===== config.mk =====
export PLATFORM = sky130hd
export DESIGN_NAME = ppu_timing
export DESIGN_NICKNAME = d
export VERILOG_FILES = /design/src/rtl/ppu_timing.sv
export SDC_FILE = /design/constraint.sdc
export NUM_CORES = 1
export LEC_CHECK = 0
export ABC_CLOCK_PERIOD_IN_PS = 2620
export CAP_MARGIN = 20
export CORE_ASPECT_RATIO = 0.8
export CORE_MARGIN = 2
export CORE_UTILIZATION = 49
export CTS_CLUSTER_DIAMETER = 40
export DETAILED_ROUTE_END_ITERATION = 12
export HOLD_SLACK_MARGIN = 0.03
export PLACE_DENSITY = 0.88
export SYNTH_ARGS = -nofsm -noshare
export SYNTH_HDL_FRONTEND = slang
export SYNTH_SLANG_ARGS = --single-unit

===== constraint.sdc =====
create_clock -name clock -period 2.62 [get_ports clock]
set_input_delay 0.786 -clock clock [delete_from_list [all_inputs] [get_ports clock]]
set_output_delay 0.786 -clock clock [all_outputs]
set_load 0.01 [all_outputs]

===== src/rtl/ppu_timing.sv =====
`default_nettype none
// ============================================================================
// Module      : ppu_timing
// Description : Scanline/frame timing generator for a tile-based PPU. Keeps
//               dot and line counters and decodes the PPU mode, the memory
//               access flags, LY=LYC compare, the edge-detected STAT
//               interrupt and the line/frame/VBLANK event pulses.
// Revision    : 1.0 - initial release
// ============================================================================
module ppu_timing #(
    parameter int DOTS_PER_LINE = 456,
    parameter int OAM_DOTS      = 80,
    parameter int XFER_DOTS     = 172,
    parameter int VISIBLE_LINES = 144,
    parameter int TOTAL_LINES   = 154,
    parameter int DOT_STEP      = 2
) (
    input  logic                             clock,
    input  logic                             reset,
    input  logic                             tick,
    input  logic                             lcd_enable,
    input  logic [7:0]                       lyc,
    input  logic [3:0]                       stat_ie,
    output logic [$clog2(DOTS_PER_LINE)-1:0] dot,
    output logic [7:0]                       ly,
    output logic [1:0]                       ppu_mode,
    output logic                             vblank,
    output logic                             oam_access,
    output logic                             vram_access,
    output logic                             lyc_match,
    output logic                             stat_irq,
    output logic                             vblank_irq,
    output logic                             line_start,
    output logic                             frame_start
);

    localparam int c_dot_w = $clog2(DOTS_PER_LINE);

    // Dot arithmetic is carried one bit wider so the end-of-line sum never
    // overflows the counter width.
    localparam logic [c_dot_w:0] c_dots_per_line = (c_dot_w + 1)'(DOTS_PER_LINE);
    localparam logic [c_dot_w:0] c_dot_step      = (c_dot_w + 1)'(DOT_STEP);
    localparam logic [c_dot_w:0] c_oam_end       = (c_dot_w + 1)'(OAM_DOTS);
    localparam logic [c_dot_w:0] c_xfer_end      = (c_dot_w + 1)'(OAM_DOTS + XFER_DOTS);
    localparam logic [8:0]       c_visible_lines = 9'(VISIBLE_LINES);
    localparam logic [7:0]       c_last_line     = 8'(TOTAL_LINES - 1);

    localparam logic [1:0] c_mode_hblank = 2'd0;
    localparam logic [1:0] c_mode_vblank = 2'd1;
    localparam logic [1:0] c_mode_oam    = 2'd2;
    localparam logic [1:0] c_mode_xfer   = 2'd3;

    logic [c_dot_w-1:0] r_dot;
    logic [7:0]         r_ly;
    logic               r_stat_prev;
    logic               r_stat_irq;
    logic               r_line_evt;
    logic               r_line_start;
    logic               r_frame_evt;
    logic               r_frame_start;
    logic               r_vbl_evt;
    logic               r_vblank_irq;

    logic [c_dot_w:0]   w_dot_sum;
    logic               w_line_wrap;
    logic               w_frame_wrap;
    logic               w_vbl_entry;
    logic [7:0]         w_ly_next;
    logic [1:0]         w_mode;
    logic               w_stat_line;

    // Next-count arithmetic and the wrap events it produces on this tick.
    always_comb begin
        w_dot_sum    = {1'b0, r_dot} + c_dot_step;
        w_line_wrap  = tick && (w_dot_sum == c_dots_per_line);
        w_frame_wrap = w_line_wrap && (r_ly == c_last_line);
        w_ly_next    = w_frame_wrap ? 8'd0 : r_ly + 8'd1;
        w_vbl_entry  = w_line_wrap && ({1'b0, w_ly_next} == c_visible_lines);
    end

    // Dot/line counters; LCD off parks them at the top of the frame.
    always_ff @(posedge clock) begin
        if (reset || !lcd_enable) begin
            r_dot <= '0;
            r_ly  <= 8'd0;
        end else if (tick) begin
            if (w_line_wrap) begin
                r_dot <= '0;
                r_ly  <= w_ly_next;
            end else begin
                r_dot <= w_dot_sum[c_dot_w-1:0];
            end
        end
    end

    // Mode decode in priority order; LCD off forces HBLANK.
    always_comb begin
        w_mode = c_mode_hblank;
        if ({1'b0, r_ly} >= c_visible_lines) begin
            w_mode = c_mode_vblank;
        end else if ({1'b0, r_dot} < c_oam_end) begin
            w_mode = c_mode_oam;
        end else if ({1'b0, r_dot} < c_xfer_end) begin
            w_mode = c_mode_xfer;
        end
        if (!lcd_enable) begin
            w_mode = c_mode_hblank;
        end
    end

    // Combined STAT line; reacts to stat_ie/lyc without waiting for a clock.
    always_comb begin
        w_stat_line = lcd_enable && (
                      (stat_ie[0] && (w_mode == c_mode_hblank)) ||
                      (stat_ie[1] && (w_mode == c_mode_vblank)) ||
                      (stat_ie[2] && (w_mode == c_mode_oam))    ||
                      (stat_ie[3] && lyc_match));
    end

    // Event pulses: a wrap is latched first, then reported one clock later.
    // The STAT edge detector compares against the previous cycle's line so a
    // line held high across a mode change never re-fires.
    always_ff @(posedge clock) begin
        if (reset || !lcd_enable) begin
            r_stat_prev   <= 1'b0;
            r_stat_irq    <= 1'b0;
            r_line_evt    <= 1'b0;
            r_line_start  <= 1'b0;
            r_frame_evt   <= 1'b0;
            r_frame_start <= 1'b0;
            r_vbl_evt     <= 1'b0;
            r_vblank_irq  <= 1'b0;
        end else begin
            r_stat_prev   <= w_stat_line;
            r_stat_irq    <= w_stat_line && !r_stat_prev;
            r_line_evt    <= w_line_wrap;
            r_line_start  <= r_line_evt;
            r_frame_evt   <= w_frame_wrap;
            r_frame_start <= r_frame_evt;
            r_vbl_evt     <= w_vbl_entry;
            r_vblank_irq  <= r_vbl_evt;
        end
    end

    assign dot         = lcd_enable ? r_dot : '0;
    assign ly          = lcd_enable ? r_ly : 8'd0;
    assign ppu_mode    = w_mode;
    assign vblank      = (w_mode == c_mode_vblank);
    assign oam_access  = (w_mode == c_mode_oam) || (w_mode == c_mode_xfer);
    assign vram_access = (w_mode == c_mode_xfer);
    assign lyc_match   = lcd_enable && (r_ly == lyc);
    assign stat_irq    = lcd_enable && r_stat_irq;
    assign vblank_irq  = lcd_enable && r_vblank_irq;
    assign line_start  = lcd_enable && r_line_start;
    assign frame_start = lcd_enable && r_frame_start;

endmodule
`default_nettype wire


==> impl_metrics.tcl, run 1 <==
set metrics [dict create \
    run_status "finished, final reports clean" \
    setup_viol 0 \
    synth-seq-area-share_pct 29.2 \
    post-route-min-period_ps 2580 \
    max_stage_delay_ps 280 \
    post-dp-hpwl_mm 3.21 \
    clkSinkCount 24 \
    required_ps 1830 \
    synth_edf_count 0 \
    fmax_ghz 0.388 \
    post-place-cells 286 \
    yosys-top-cells-area "dfxtp_1, and2_1, xnor2_1" \
    cts_tree "built" \
    vias 1667 \
    post_drt_wl_per_cell_microns 14.7 \
    clockBufferDepth 2 \
    internal-power_w 0.000542 \
    dr.pass1.iters 4 \
    whs_ps 407 \
    synth-async-reset-ratio_pct 0 \
    cts_buffers 3 \
    use_met2_pct 33.9 \
    synthToLayoutAreaGrowth_pct 35.1 \
    r2r_setup_slack_ps 340 \
    dieArea_sq_um 3850 \
    core_area_sq_um 3150 \
    arrival_ps 1790 \
    crit_slowest_cell "dlygate4sd2_1" \
    worstPathCellList "dlygate4sd2_1, buf_4, buf_4, and2_1, dlygate4sd2_1" \
    viasPerCell 5.73 \
    rr_endpoint "r_ly[5]" \
    grt.overflow.total 0 \
    synth.distinct_cells 53 \
    power_frac_comb_pct 10.4 \
    io_pins 43 \
    grt_setup_unrepaired "false" \
    power.net_switching_w 0.000150 \
    drt_wl_total_mm 4.27 \
    grt_pass1_wl_mm 6.90 \
    io_buffers 41 \
    finalCritPeriodShare_pct 98.3 \
    first_global_vias 1464 \
    top_usage_layer "met1" \
    startpoint_type "input pin" \
    p_clk_share_pct 36.2 \
    yosysTopAreaCellShare_pct 29.2 \
    slew_viol_final 0 \
    worstMarginPinSlew_ps 911 \
    met1_usage_pct 34.3 \
    setup_ws_ps 44.3 \
    yosysWarningCount 0 \
    drt_iter0_drc 74 \
    place_congestion 0.861 \
    fin_cells 291 \
    antenna_found_initial 0 \
    drive_gt1_share_pct 15.1 \
    dpl_cell_area_sq_um 2170 \
    hold_viol_final 0 \
    synth_common_cells "dfxtp_1, and2_1, clkbuf_1, nand2_1, nor3_1" \
    filler_cell_count 230 \
    max-vdd-ir-drop_v 0.000185 \
    synth.ff_latch_count 24 \
    powerDensity_nw_per_um2 311 \
    cp-end-kind "primary output" \
    worstPathMaxFanout 11 \
    skew_ps 3.47 \
    synth_top_flop_cell "dfxtp_1" \
    die_w_microns 68.8 \
    hold_path_class "register to register" \
    use_met3_pct 3.04 \
    seq_power_share_pct 53.4 \
    min_delay_path_depth 1 \
    max_cap_violations 0 \
    worstSetupPathType "input pin to primary output" \
    fin_area_sq_um 2230 \
    syn-num-nets 224 \
    rows 18 \
    syn-instance-count 204 \
    reg2reg_depth 6 \
    grt_max_degree 14 \
    grt_use_total_pct 23.5 \
    htree_levels 1 \
    netlist_area_sq_um 1650 \
    p_sw_share_pct 21.7 \
    startpoint "lcd_enable" \
    synth_most_common_cell "dfxtp_1" \
    ctsHoldBuffers 0 \
    cts.clk_slew.worst_paths_ps 80 \
    dieHeight_microns 55.9 \
    synth_area_leader_cell "dfxtp_1" \
    rr_startpoint "r_dot[2]" \
    place_ws_ps -530 \
    ant_nets 0 \
    nNetsFinal 272 \
    drc 0 \
    synth_area_per_cell_sq_um 8.08 \
    min_from "r_stat_prev" \
    initial_core_util_pct 52.3 \
    clk_root_buffer_cell "clkbuf_8" \
    clk_latency_ps 270 \
    total_leakage_power_nw 1.01 \
    hold_end "r_stat_irq" \
    slew_headroom_pct 38.8 \
    utilization_pct 70.6 \
    antennaDiodeCount 0 \
]
## power by group through the flow
stage | logic [W] | clock network [W] | registers [W]
finish | 0.0000722 | 0.000251 | 0.000370
CTS | 0.0000744 | 0.000257 | 0.000369
global placement | 0.0000733 | 0 | 0.000378
detailed placement | 0.0000752 | 0 | 0.000378
floorplan | 0.0000331 | 0 | 0.000377
global route | 0.0000793 | 0.000274 | 0.000370
## state kept, by name, indices dropped and copies added, names as in the netlist
register / flops
r_dot: 8
r_ly: 8
r_frame_evt: 1
r_frame_start: 1
r_line_evt: 1
r_line_start: 1
r_stat_irq: 1
r_stat_prev: 1
r_vbl_evt: 1
r_vblank_irq: 1
## logic make-up after synthesis
family / after synthesis / synth area share (%)
adders and majority gates: 4 / 3.04
muxes: 3 / 1.90
DFF: 24 / 29.2
buffers and inverters: 27 / 7.29
xor gates and xnor gates: 14 / 7.90
and+or+nand+nor: 94 / 33.8
other: 1 / 0.228
AOI/OAI and AO/OA: 37 / 16.7
## metal layers
metal / vias to the layer above / wire (microns) / share of wire, %
met1: 746 / 1920 / 45
met5: - / 0 / 0
met2: 91 / 1850 / 43
met4: 0 / 96 / 2.2
met3: 13 / 398 / 9.3
li1: 817 / - / -
## through the flow
| step | power, W | TNS (ps) |
|---|---|---|
| 6_report | 0.000692 | 0 |
| 5_1_grt | 0.000724 | 0 |
| 3_5_place_dp | 0.000453 | -9770 |
| 4_1_cts | 0.000701 | -35.6 |
| 3_3_place_gp | 0.000451 | -9060 |
| 2_1_floorplan | 0.000410 | 0 |
## worst max-delay path by stage
stage | endpoint | slack [ps] | cells past startpoint
2_1_floorplan | r_stat_irq | 420 | 5
3_3_place_gp | ppu_mode[0] | -510 | 6
3_5_place_dp | lyc_match | -530 | 5
4_1_cts | lyc_match | -40 | 5
5_1_grt | ly[0] | 1 | 5
6_report | ly[2] | 40 | 5
## placed cells by master, fill, tap and decap left out, drive strengths merged, types with 7 or more instances in the layout
| cell | instances |
|---|---|
| and2 | 23 |
| buf | 23 |
| dfxtp | 24 |
| dlygate4sd2 | 22 |
| dlymetal6s2s | 10 |
| inv | 7 |
| nand2 | 12 |
| nand3 | 10 |
| nor2 | 9 |
| nor3 | 13 |
| xnor2 | 11 |
## layout make-up
cell class	instances	area, sq um	share of cell area, %
Tap cell	40	50.0	2.25
Multi-Input combinational cell	153	1050	47.3
Timing Repair Buffer	63	562	25.2
Inverter	7	26.3	1.18
Clock buffer	4	55.1	2.47
Sequential cell	24	480	21.6
## what timing repair did
action,in CTS,in global routing
gates resized for setup,31,14
endpoints found under the hold margin,0,0
endpoints found under the setup margin,26,5
pin swaps,2,7
setup buffers,1,0
gates cloned,0,0
## critical path, delay by kind of cell
kind                   cells  cell delay, ps
buffers and inverters      4             840
and+or+nand+nor            1             160
No activity file was read; power rests on OpenSTA's default activity.
==> run 2, diff against run 1 <==
--- a/config.mk
+++ b/config.mk
@@ -10,7 +10,7 @@
 export CORE_ASPECT_RATIO = 0.8
 export CORE_MARGIN = 2
 export CORE_UTILIZATION = 49
-export CTS_CLUSTER_DIAMETER = 40
+export CTS_CLUSTER_DIAMETER = 100
 export DETAILED_ROUTE_END_ITERATION = 12
 export HOLD_SLACK_MARGIN = 0.03
 export PLACE_DENSITY = 0.88
==> results of run 2 <==
No change in the layout: final DEF, timing and power equal those of run 1.
